<file path="src/rtl/multicycle_control.sv">
`default_nettype none
// ============================================================================
// multicycle_control : multicycle main control FSM (fetch/decode/exec/mem/wb)
// Rev 1.0 - initial release; optional trap on illegal opcodes (ILLEGAL_OP_TRAP_EN)
// ============================================================================
module multicycle_control #(
  parameter int STATE_W = 4
) (
  input  logic               clk,
  input  logic               rst_n,
  input  logic [5:0]         opcode,
  output logic               pcWrite,
  output logic               pcWriteCond,
  output logic               iorD,
  output logic               memRead,
  output logic               memWrite,
  output logic               irWrite,
  output logic               memToReg,
  output logic               regDst,
  output logic               regWrite,
  output logic               aluSrcA,
  output logic [1:0]         aluSrcB,
  output logic [1:0]         pcSource,
  output logic [2:0]         aluOP,
  output logic               instrDone,
`ifdef ILLEGAL_OP_TRAP_EN
  output logic               illegalOp,
`endif
  output logic [STATE_W-1:0] state
);

  localparam logic [STATE_W-1:0] S_IDLE     = STATE_W'(0);
  localparam logic [STATE_W-1:0] S_FETCH    = STATE_W'(1);
  localparam logic [STATE_W-1:0] S_DECODE   = STATE_W'(2);
  localparam logic [STATE_W-1:0] S_MEMADDR  = STATE_W'(3);
  localparam logic [STATE_W-1:0] S_MEMREAD  = STATE_W'(4);
  localparam logic [STATE_W-1:0] S_MEMWB    = STATE_W'(5);
  localparam logic [STATE_W-1:0] S_MEMWRITE = STATE_W'(6);
  localparam logic [STATE_W-1:0] S_EXEC_R   = STATE_W'(7);
  localparam logic [STATE_W-1:0] S_RWB      = STATE_W'(8);
  localparam logic [STATE_W-1:0] S_BRANCH   = STATE_W'(9);
  localparam logic [STATE_W-1:0] S_EXEC_I   = STATE_W'(10);
  localparam logic [STATE_W-1:0] S_IWB      = STATE_W'(11);
  localparam logic [STATE_W-1:0] S_JUMP     = STATE_W'(12);
  localparam logic [STATE_W-1:0] S_HALT     = STATE_W'(13);

  localparam logic [5:0] OP_RTYPE = 6'b000000;
  localparam logic [5:0] OP_LW    = 6'b100011;
  localparam logic [5:0] OP_SW    = 6'b101011;
  localparam logic [5:0] OP_BEQ   = 6'b000100;
  localparam logic [5:0] OP_J     = 6'b000010;
  localparam logic [5:0] OP_ADDI  = 6'b001000;
  localparam logic [5:0] OP_ANDI  = 6'b001100;
  localparam logic [5:0] OP_ORI   = 6'b001101;
  localparam logic [5:0] OP_XORI  = 6'b001110;
  localparam logic [5:0] OP_SLTI  = 6'b001010;

  logic [STATE_W-1:0] state_q;
  logic [STATE_W-1:0] next_state;
  logic               op_known;

  assign state = state_q;

  always_comb begin
    case (opcode)
      OP_RTYPE, OP_LW, OP_SW, OP_BEQ, OP_J,
      OP_ADDI, OP_ANDI, OP_ORI, OP_XORI, OP_SLTI: op_known = 1'b1;
      default:                                    op_known = 1'b0;
    endcase
  end

  always_ff @(posedge clk or negedge rst_n) begin
    if (!rst_n) state_q <= S_IDLE;
    else        state_q <= next_state;
  end

  always_comb begin
    next_state = S_FETCH;
    case (state_q)
      S_IDLE:    next_state = S_FETCH;
      S_FETCH:   next_state = S_DECODE;
      S_DECODE: begin
        case (opcode)
          OP_RTYPE:                                  next_state = S_EXEC_R;
          OP_LW, OP_SW:                              next_state = S_MEMADDR;
          OP_BEQ:                                    next_state = S_BRANCH;
          OP_J:                                      next_state = S_JUMP;
          OP_ADDI, OP_ANDI, OP_ORI, OP_XORI, OP_SLTI: next_state = S_EXEC_I;
`ifdef ILLEGAL_OP_TRAP_EN
          default:                                   next_state = S_HALT;
`else
          default:                                   next_state = S_FETCH;
`endif
        endcase
      end
      S_MEMADDR: next_state = (opcode == OP_LW) ? S_MEMREAD : S_MEMWRITE;
      S_MEMREAD: next_state = S_MEMWB;
      S_EXEC_R:  next_state = S_RWB;
      S_EXEC_I:  next_state = S_IWB;
`ifdef ILLEGAL_OP_TRAP_EN
      S_HALT:    next_state = S_HALT;
`endif
      default:   next_state = S_FETCH;
    endcase
  end

  always_comb begin
    pcWrite     = 1'b0;
    pcWriteCond = 1'b0;
    iorD        = 1'b0;
    memRead     = 1'b0;
    memWrite    = 1'b0;
    irWrite     = 1'b0;
    memToReg    = 1'b0;
    regDst      = 1'b0;
    regWrite    = 1'b0;
    aluSrcA     = 1'b0;
    aluSrcB     = 2'b00;
    pcSource    = 2'b00;
    aluOP       = 3'b000;
    instrDone   = 1'b0;
`ifdef ILLEGAL_OP_TRAP_EN
    illegalOp   = 1'b0;
`endif
    case (state_q)
      S_FETCH: begin
        memRead = 1'b1;
        irWrite = 1'b1;
        pcWrite = 1'b1;
        aluSrcB = 2'b01;
      end
      S_DECODE: begin
        aluSrcB = 2'b11;
`ifndef ILLEGAL_OP_TRAP_EN
        // Unknown opcodes retire here as a NOP.
        instrDone = ~op_known;
`endif
      end
      S_MEMADDR: begin
        aluSrcA = 1'b1;
        aluSrcB = 2'b10;
      end
      S_MEMREAD: begin
        memRead = 1'b1;
        iorD    = 1'b1;
      end
      S_MEMWB: begin
        regWrite  = 1'b1;
        memToReg  = 1'b1;
        instrDone = 1'b1;
      end
      S_MEMWRITE: begin
        memWrite  = 1'b1;
        iorD      = 1'b1;
        instrDone = 1'b1;
      end
      S_EXEC_R: begin
        aluSrcA = 1'b1;
        aluOP   = 3'b010;
      end
      S_RWB: begin
        regWrite  = 1'b1;
        regDst    = 1'b1;
        instrDone = 1'b1;
      end
      S_BRANCH: begin
        aluSrcA     = 1'b1;
        aluOP       = 3'b001;
        pcWriteCond = 1'b1;
        pcSource    = 2'b01;
        instrDone   = 1'b1;
      end
      S_EXEC_I: begin
        aluSrcA = 1'b1;
        aluSrcB = 2'b10;
        case (opcode)
          OP_ANDI: aluOP = 3'b011;
          OP_ORI:  aluOP = 3'b100;
          OP_XORI: aluOP = 3'b101;
          OP_SLTI: aluOP = 3'b110;
          default: aluOP = 3'b000;
        endcase
      end
      S_IWB: begin
        regWrite  = 1'b1;
        instrDone = 1'b1;
      end
      S_JUMP: begin
        pcWrite   = 1'b1;
        pcSource  = 2'b10;
        instrDone = 1'b1;
      end
`ifdef ILLEGAL_OP_TRAP_EN
      S_HALT: illegalOp = 1'b1;
`endif
      default: ;
    endcase
  end

endmodule
`default_nettype wire

</file>
<file path="config.mk">
export PLATFORM = sky130hd
export DESIGN_NAME = multicycle_control
export DESIGN_NICKNAME = d
export VERILOG_FILES = /design/src/rtl/multicycle_control.sv
export SDC_FILE = /design/constraint.sdc
export NUM_CORES = 1
export LEC_CHECK = 0
export CAP_MARGIN = 20
export CORE_MARGIN = 2
export CORE_UTILIZATION = 39
export CTS_CLUSTER_DIAMETER = 40
export DETAILED_ROUTE_END_ITERATION = 12
export PLACE_DENSITY = 0.75
export SLEW_MARGIN = 5
export SYNTH_ARGS = -nofsm -noshare
export SYNTH_HDL_FRONTEND = slang
export SYNTH_SLANG_ARGS = --single-unit
</file>
<file path="constraint.sdc">
create_clock -name clk -period 1.6 [get_ports clk]
set_input_delay 0.32 -clock clk [delete_from_list [all_inputs] [get_ports clk]]
set_output_delay 0.32 -clock clk [all_outputs]
set_load 0.01 [all_outputs]
</file>
==> qor.csv, run 1 <==
stage;metric;value;unit
run_status;outcome;complete, but fails checks;
run_status;failing checks;negative setup slack;
floorplan;die area;1860;sq um
sta;final setup margin;-0.264;ns
final_layout;share of layout cells above drive strength 1;0.700;
logic_synthesis;Ys Warns;0;
cts;CTS H-tree lvls;1;
global_route;gr usage total;0.331;
setup_path;Crit path arrival time;1.54;ns
logic_synthesis;mapped cell area;596;sq um
setup_path;reg-to-reg setup timing slack;0.06;ns
placed_design;placed insts;161;
sta;Clock Skews;0.0103;ns
setup_path;CP Capture Type;output port;
placed_design;I/O Buffers;29;
global_route;largest net degree at the start of global routing;12;
sta;Setup Viol. Count Final;17;
final_layout;area grow syn2layout;126;%
detailed_routing;First-pass DRT Iterations;4;
final_layout;Largest register FFs;4;
sta;Final Hold Fails;0;
final_layout;register area;105;sq um
logic_synthesis;Syn Area/Cell;6.77;sq um
detailed_routing;Avg WL per Cell;20.0;um
final_layout;Multi-input gate area;594;sq um
detailed_routing;vias;1092;
logic_synthesis;most instantiated cells after synthesis;nor2_1 (19), a21oi_1 (8), nand2b_1 (6), inv_1 (5);
sta;fin. max-slew vios;0;
flow_run;number of max-cap violations;0;
global_route;first-pass GRT wire length;4570;um
sta;Hold WS;0.292;ns
logic_synthesis;EDFF count, synth;0;
final_layout;fillcell total;59;
cts;clock buffer depth;2;
logic_synthesis;flop and latch count out of synthesis;4;
placed_design;RePlAce Congestion;0.824;
placed_design;Cell Area, Placed;1110;sq um
setup_path;Critical path origin;opcode[5];
cts;CTS buffer count;3;
sta;crit share post-route;1.16;
logic_synthesis;post-synth cell types;34;
setup_path;CP max FO;4;
logic_synthesis;sequential share of the synthesized area;0.168;
cts;Clock Tree Root;clkbuf_4;
setup_path;Worst Setup Path Type;input port to output port;
setup_path;Critical Path Start Type;input port;
setup_path;required time of the critical path;1.28;ns
global_route;number of global-route vias before repair;981;
final_layout;post-route cell area;1350;sq um
power_and_ir_drop;total power draw;2.30;mW
global_route;total grt overflow;0;
detailed_routing;final WL;3520;um
setup_path;R2R cell count;5;
logic_synthesis;Synth top area share;0.168;
placed_design;dpl ws;-0.968;ns
cts;clock latency on the worst-skew pair;0.25;ns
power_and_ir_drop;Leakage;0.690;nW
cts;clk sink count;4;
final_layout;diodes inserted;0;
floorplan;Rows;14;
logic_synthesis;Synth area leader;dfrtp_1;
cts;CTS tree;built;
sta;RSZ-0062 raised after global routing;true;
cts;Clk pin slew, worst setup/hold paths;0.05;ns
logic_synthesis;synth top area cells;dfrtp_1 (17%), nor2_1 (12%), a21oi_1 (6.7%);
final_layout;layout net count;170;
power_and_ir_drop;Pwr Density;1710;nW/um^2
floorplan;core area;1470;sq um
sta;maximum clock rate;537;MHz
worst_hold_path;min-delay worst type;input port to async pin;
final_layout;Layout Utilization;0.916;
global_route;initial antenna violation count;0;
setup_path;crit path capture;instrDone;
floorplan;Starting Density;0.405;
detailed_routing;via/cell ratio;6.20;
sta;Slew Limit Headroom;0.766;
logic_synthesis;count leader, synth;nor2_1;
logic_synthesis;fraction of registers with async set or reset after synthesis;1.00;
logic_synthesis;syn nets;96;
final_layout;Finished Layout Cells;176;
logic_synthesis;Primary FF master, synth;dfrtp_1;
floorplan;die height;43.1;um
floorplan;Ports;30;
sta;setup TNS;-2.42;ns
floorplan;Die W;43.1;um
logic_synthesis;Synth Instances;88;
detailed_routing;# DRC;0;
sta;crit path time final;1.86;ns
sta;Tightest Pin Transition;0.348;ns
cts;hold_buf cts;0;
detailed_routing;DR iter-0 viols;49;
power_and_ir_drop;Max IR drop VDD;1070;uV
detailed_routing;antenna viol nets, final;0;
setup_path;Worst R2R End;state[1];
placed_design;DPL Wire Length;1710;um
setup_path;reg2reg start;state[2];
==> worst max-delay path: stages <==
cell	delay, ns
buf_2	0.12
and4b_1	0.24
a31oi_2	0.22
a21oi_2	0.12
o31ai_1	0.32
buf_2	0.20
==> power breakdown <==
part	internal (mW)	total (mW)	switching (mW)	leakage [nW]
Clock	0.0850	0.141	0.0562	0.0138
Combinational	0.931	1.94	1.01	0.631
Sequential	0.152	0.225	0.0732	0.0456
Total	1.17	2.30	1.13	0.690
==> layout by cell type, fill, tap and decap left out, types with 2 or more instances in the layout <==
master,n
a211oi_2,2
a21oi_1,4
a21oi_2,5
a31oi_1,3
buf_2,21
buf_4,36
buf_6,9
buf_8,2
clkbuf_4,3
dfrtp_2,4
dlygate4sd2_1,4
dlymetal6s2s_1,2
inv_1,3
inv_4,2
nand2_1,3
nand2b_1,3
nand2b_4,4
nor2_1,9
nor2_2,4
nor2_4,6
nor3_2,2
==> worst min-delay path by stage <==
stage               end  slack, ns  cells after the start
2_1_floorplan  state[0]       0.02                      0
3_3_place_gp   state[3]       0.53                      1
3_5_place_dp   state[2]       0.54                      1
4_1_cts        state[2]       0.29                      1
5_1_grt        state[3]       0.32                      1
6_report       state[2]       0.29                      1
==> logic make-up (layout without fill, tap and decap cells) <==
logic type,count (synthesis),after routing,share of synthesized area
AND/OR/NAND/NOR,43,43,0.376
multiplexers,1,1,0.0168
flip-flops,4,4,0.168
AO/OA/AOI/OAI,28,28,0.317
buffers and inverters,12,84,0.122
==> metal layers <==
layer	part of all wire	vias up	GRT usage	wire [um]
li1	-	462	-	-
met1	0.37	511	0.365	1300
met2	0.50	97	0.624	1760
met3	0.085	22	0.0298	298
met4	0.045	0	0.145	159
met5	0	-	0	0
==> what timing repair did <==
item	CTS	global route
buffers inserted	9	3
setup endpoints to repair	25	21
pin swaps	16	8
gates resized for setup	133	23
==> cell type report <==
class | instances | area share
multi-input cells | 72 | 0.441
repair buffers | 76 | 0.432
flip-flops and latches | 4 | 0.0780
inverters | 5 | 0.0176
clock buffers | 3 | 0.0167
well taps | 16 | 0.0149
(Power assumes the default switching activity.)
==> run 2: changes to the inputs <==
--- a/config.mk
+++ b/config.mk
@@ -11,6 +11,7 @@
 export CTS_CLUSTER_DIAMETER = 40
 export DETAILED_ROUTE_END_ITERATION = 12
 export PLACE_DENSITY = 0.75
+export RECOVER_POWER = 50
 export SLEW_MARGIN = 5
 export SYNTH_ARGS = -nofsm -noshare
 export SYNTH_HDL_FRONTEND = slang
==> qor.csv, run 2 (synthesized netlist as in run 1, its figures left out) <==
stage;metric;value;unit
run_status;outcome;complete, but fails checks;
run_status;failing checks;negative setup slack;
placed_design;placed insts;161;
placed_design;Cell Area, Placed;1110;sq um
global_route;gr usage total;0.331;
setup_path;required time of the critical path;1.28;ns
global_route;first-pass GRT wire length;4570;um
detailed_routing;final WL;3510;um
final_layout;most frequent cells in the layout;buf_4 (36), buf_2 (21), nor2_1 (9);
detailed_routing;Avg WL per Cell;19.9;um
final_layout;layout net count;170;
detailed_routing;via/cell ratio;6.17;
floorplan;Ports;30;
setup_path;cells along the critical path;buf_2, and4b_1, a31oi_2, a21oi_2, o31ai_1, buf_2;
cts;CTS buffer count;3;
detailed_routing;vias;1086;
power_and_ir_drop;Pwr Density;1720;nW/um^2
placed_design;I/O Buffers;29;
detailed_routing;DR iter-0 viols;51;
cts;CTS H-tree lvls;1;
final_layout;share of layout cells above drive strength 1;0.694;
floorplan;Starting Density;0.405;
final_layout;post-route cell area;1340;sq um
cts;clk sink count;4;
cts;clock latency on the worst-skew pair;0.25;ns
flow_run;number of max-cap violations;0;
global_route;number of global-route vias before repair;981;
final_layout;most common cell after layout, fill and taps aside;buf_4;
sta;Clock Skews;0.00944;ns
setup_path;CP max FO;4;
final_layout;diodes inserted;0;
floorplan;core area;1470;sq um
placed_design;dpl ws;-0.968;ns
setup_path;CP delay by family, top;compound AO/OA/AOI/OAI gates;
floorplan;Rows;14;
floorplan;die area;1860;sq um
sta;Hold WS;0.363;ns
setup_path;CP max-delay cell;o31ai_1;
sta;Slew Limit Headroom;0.755;
setup_path;Crit path largest cell delay;0.32;ns
floorplan;Die W;43.1;um
setup_path;Buf+Inv Stages, Crit Path;2;
setup_path;Worst Setup Path Type;input port to output port;
sta;setup TNS;-2.40;ns
sta;Setup Viol. Count Final;17;
power_and_ir_drop;total power draw;2.30;mW
global_route;total grt overflow;0;
global_route;initial antenna violation count;0;
sta;crit share post-route;1.16;
detailed_routing;First-pass DRT Iterations;4;
sta;maximum clock rate;539;MHz
setup_path;CP Capture Type;output port;
sta;Final Hold Fails;0;
floorplan;die height;43.1;um
sta;Tightest Pin Transition;0.364;ns
setup_path;Crit path arrival time;1.54;ns
cts;clock buffer depth;2;
cts;CTS tree;built;
detailed_routing;antenna viol nets, final;0;
sta;RSZ-0062 raised after global routing;true;
global_route;GR peak layer;met2;
global_route;routing usage on met3;0.0298;
setup_path;CP most frequent cell;buf_2;
final_layout;Largest register FFs;4;
worst_hold_path;min-delay worst type;input port to async pin;
cts;Clock Tree Root;clkbuf_4;
global_route;met2 usage;0.624;
sta;crit path time final;1.86;ns
final_layout;Finished Layout Cells;176;
global_route;met1 Track Usage GR;0.365;
final_layout;Layout Utilization;0.911;
sta;final setup margin;-0.256;ns
global_route;largest net degree at the start of global routing;12;
power_and_ir_drop;Leakage;0.686;nW
detailed_routing;# DRC;0;
placed_design;RePlAce Congestion;0.824;
power_and_ir_drop;Max IR drop VDD;1070;uV
placed_design;DPL Wire Length;1710;um
final_layout;area grow syn2layout;125;%
sta;fin. max-slew vios;0;
cts;Clk pin slew, worst setup/hold paths;0.05;ns
setup_path;Critical Path Start Type;input port;
run 2: cell types whose count changed in the layout (fill, tap and decap cells not counted):
cell             before  now
clkdlybuf4s50_1       1    0
clkbuf_1              0    1
dlygate4sd3_1         0    1
buf_6                 9    8
run 2: worst reg2reg max path, cell delays in order, from the launching register on:
cell and delay, ns:
dfrtp_2 0.44, buf_4 0.15, buf_8 0.14, nor3_1 0.29, a21boi_1 0.28, o2bb2ai_1 0.14
run 2: repair_timing:
action | 4_1_cts | 5_1_grt
gates cloned | 0 | 0
endpoints found under the hold margin | 0 | 0
pin swaps | 16 | 8
gates resized for setup | 133 | 23
setup buffers | 9 | 3
hold buffers | 0 | 0
endpoints found under the setup margin | 25 | 21
run 2: routing by layer:
| metal | vias up | part of all wire |
|---|---|---|
| li1 | 462 | - |
| met1 | 512 | 0.37 |
| met2 | 90 | 0.50 |
| met3 | 22 | 0.080 |
| met4 | 0 | 0.047 |
| met5 | - | 0 |
run 2: report_power, final:
| group | internal, mW | switching, mW | leakage [nW] | total [mW] |
|---|---|---|---|---|
| Clock | 0.0849 | 0.0558 | 0.0138 | 0.141 |
| Sequential | 0.152 | 0.0721 | 0.0456 | 0.224 |
| Combinational | 0.928 | 1.01 | 0.626 | 1.93 |
| Total | 1.17 | 1.13 | 0.686 | 2.30 |
run 2: cell type report:
| class | count | area (sq um) |
|---|---|---|
| Fill cell | 61 | 131 |
| Clock buffer | 3 | 22.5 |
| Tap cell | 16 | 20.0 |
| Timing Repair Buffer | 76 | 574 |
| Inverter | 5 | 23.8 |
| Sequential cell | 4 | 105 |
| Multi-Input combinational cell | 72 | 594 |
run 2: path summary, 6_finish.rpt:
kind	startpoint	endpoint	slack, ns	cells past startpoint
min	rst_n	state[2]	0.36	1
min in group clk	opcode[4]	state[1]	0.50	4
max in group asynchronous	rst_n	state[1]	1.02	1
min reg2reg	state[3]	state[2]	0.73	2
max	opcode[5]	instrDone	-0.26	6
max reg2reg	state[2]	state[1]	0.06	5
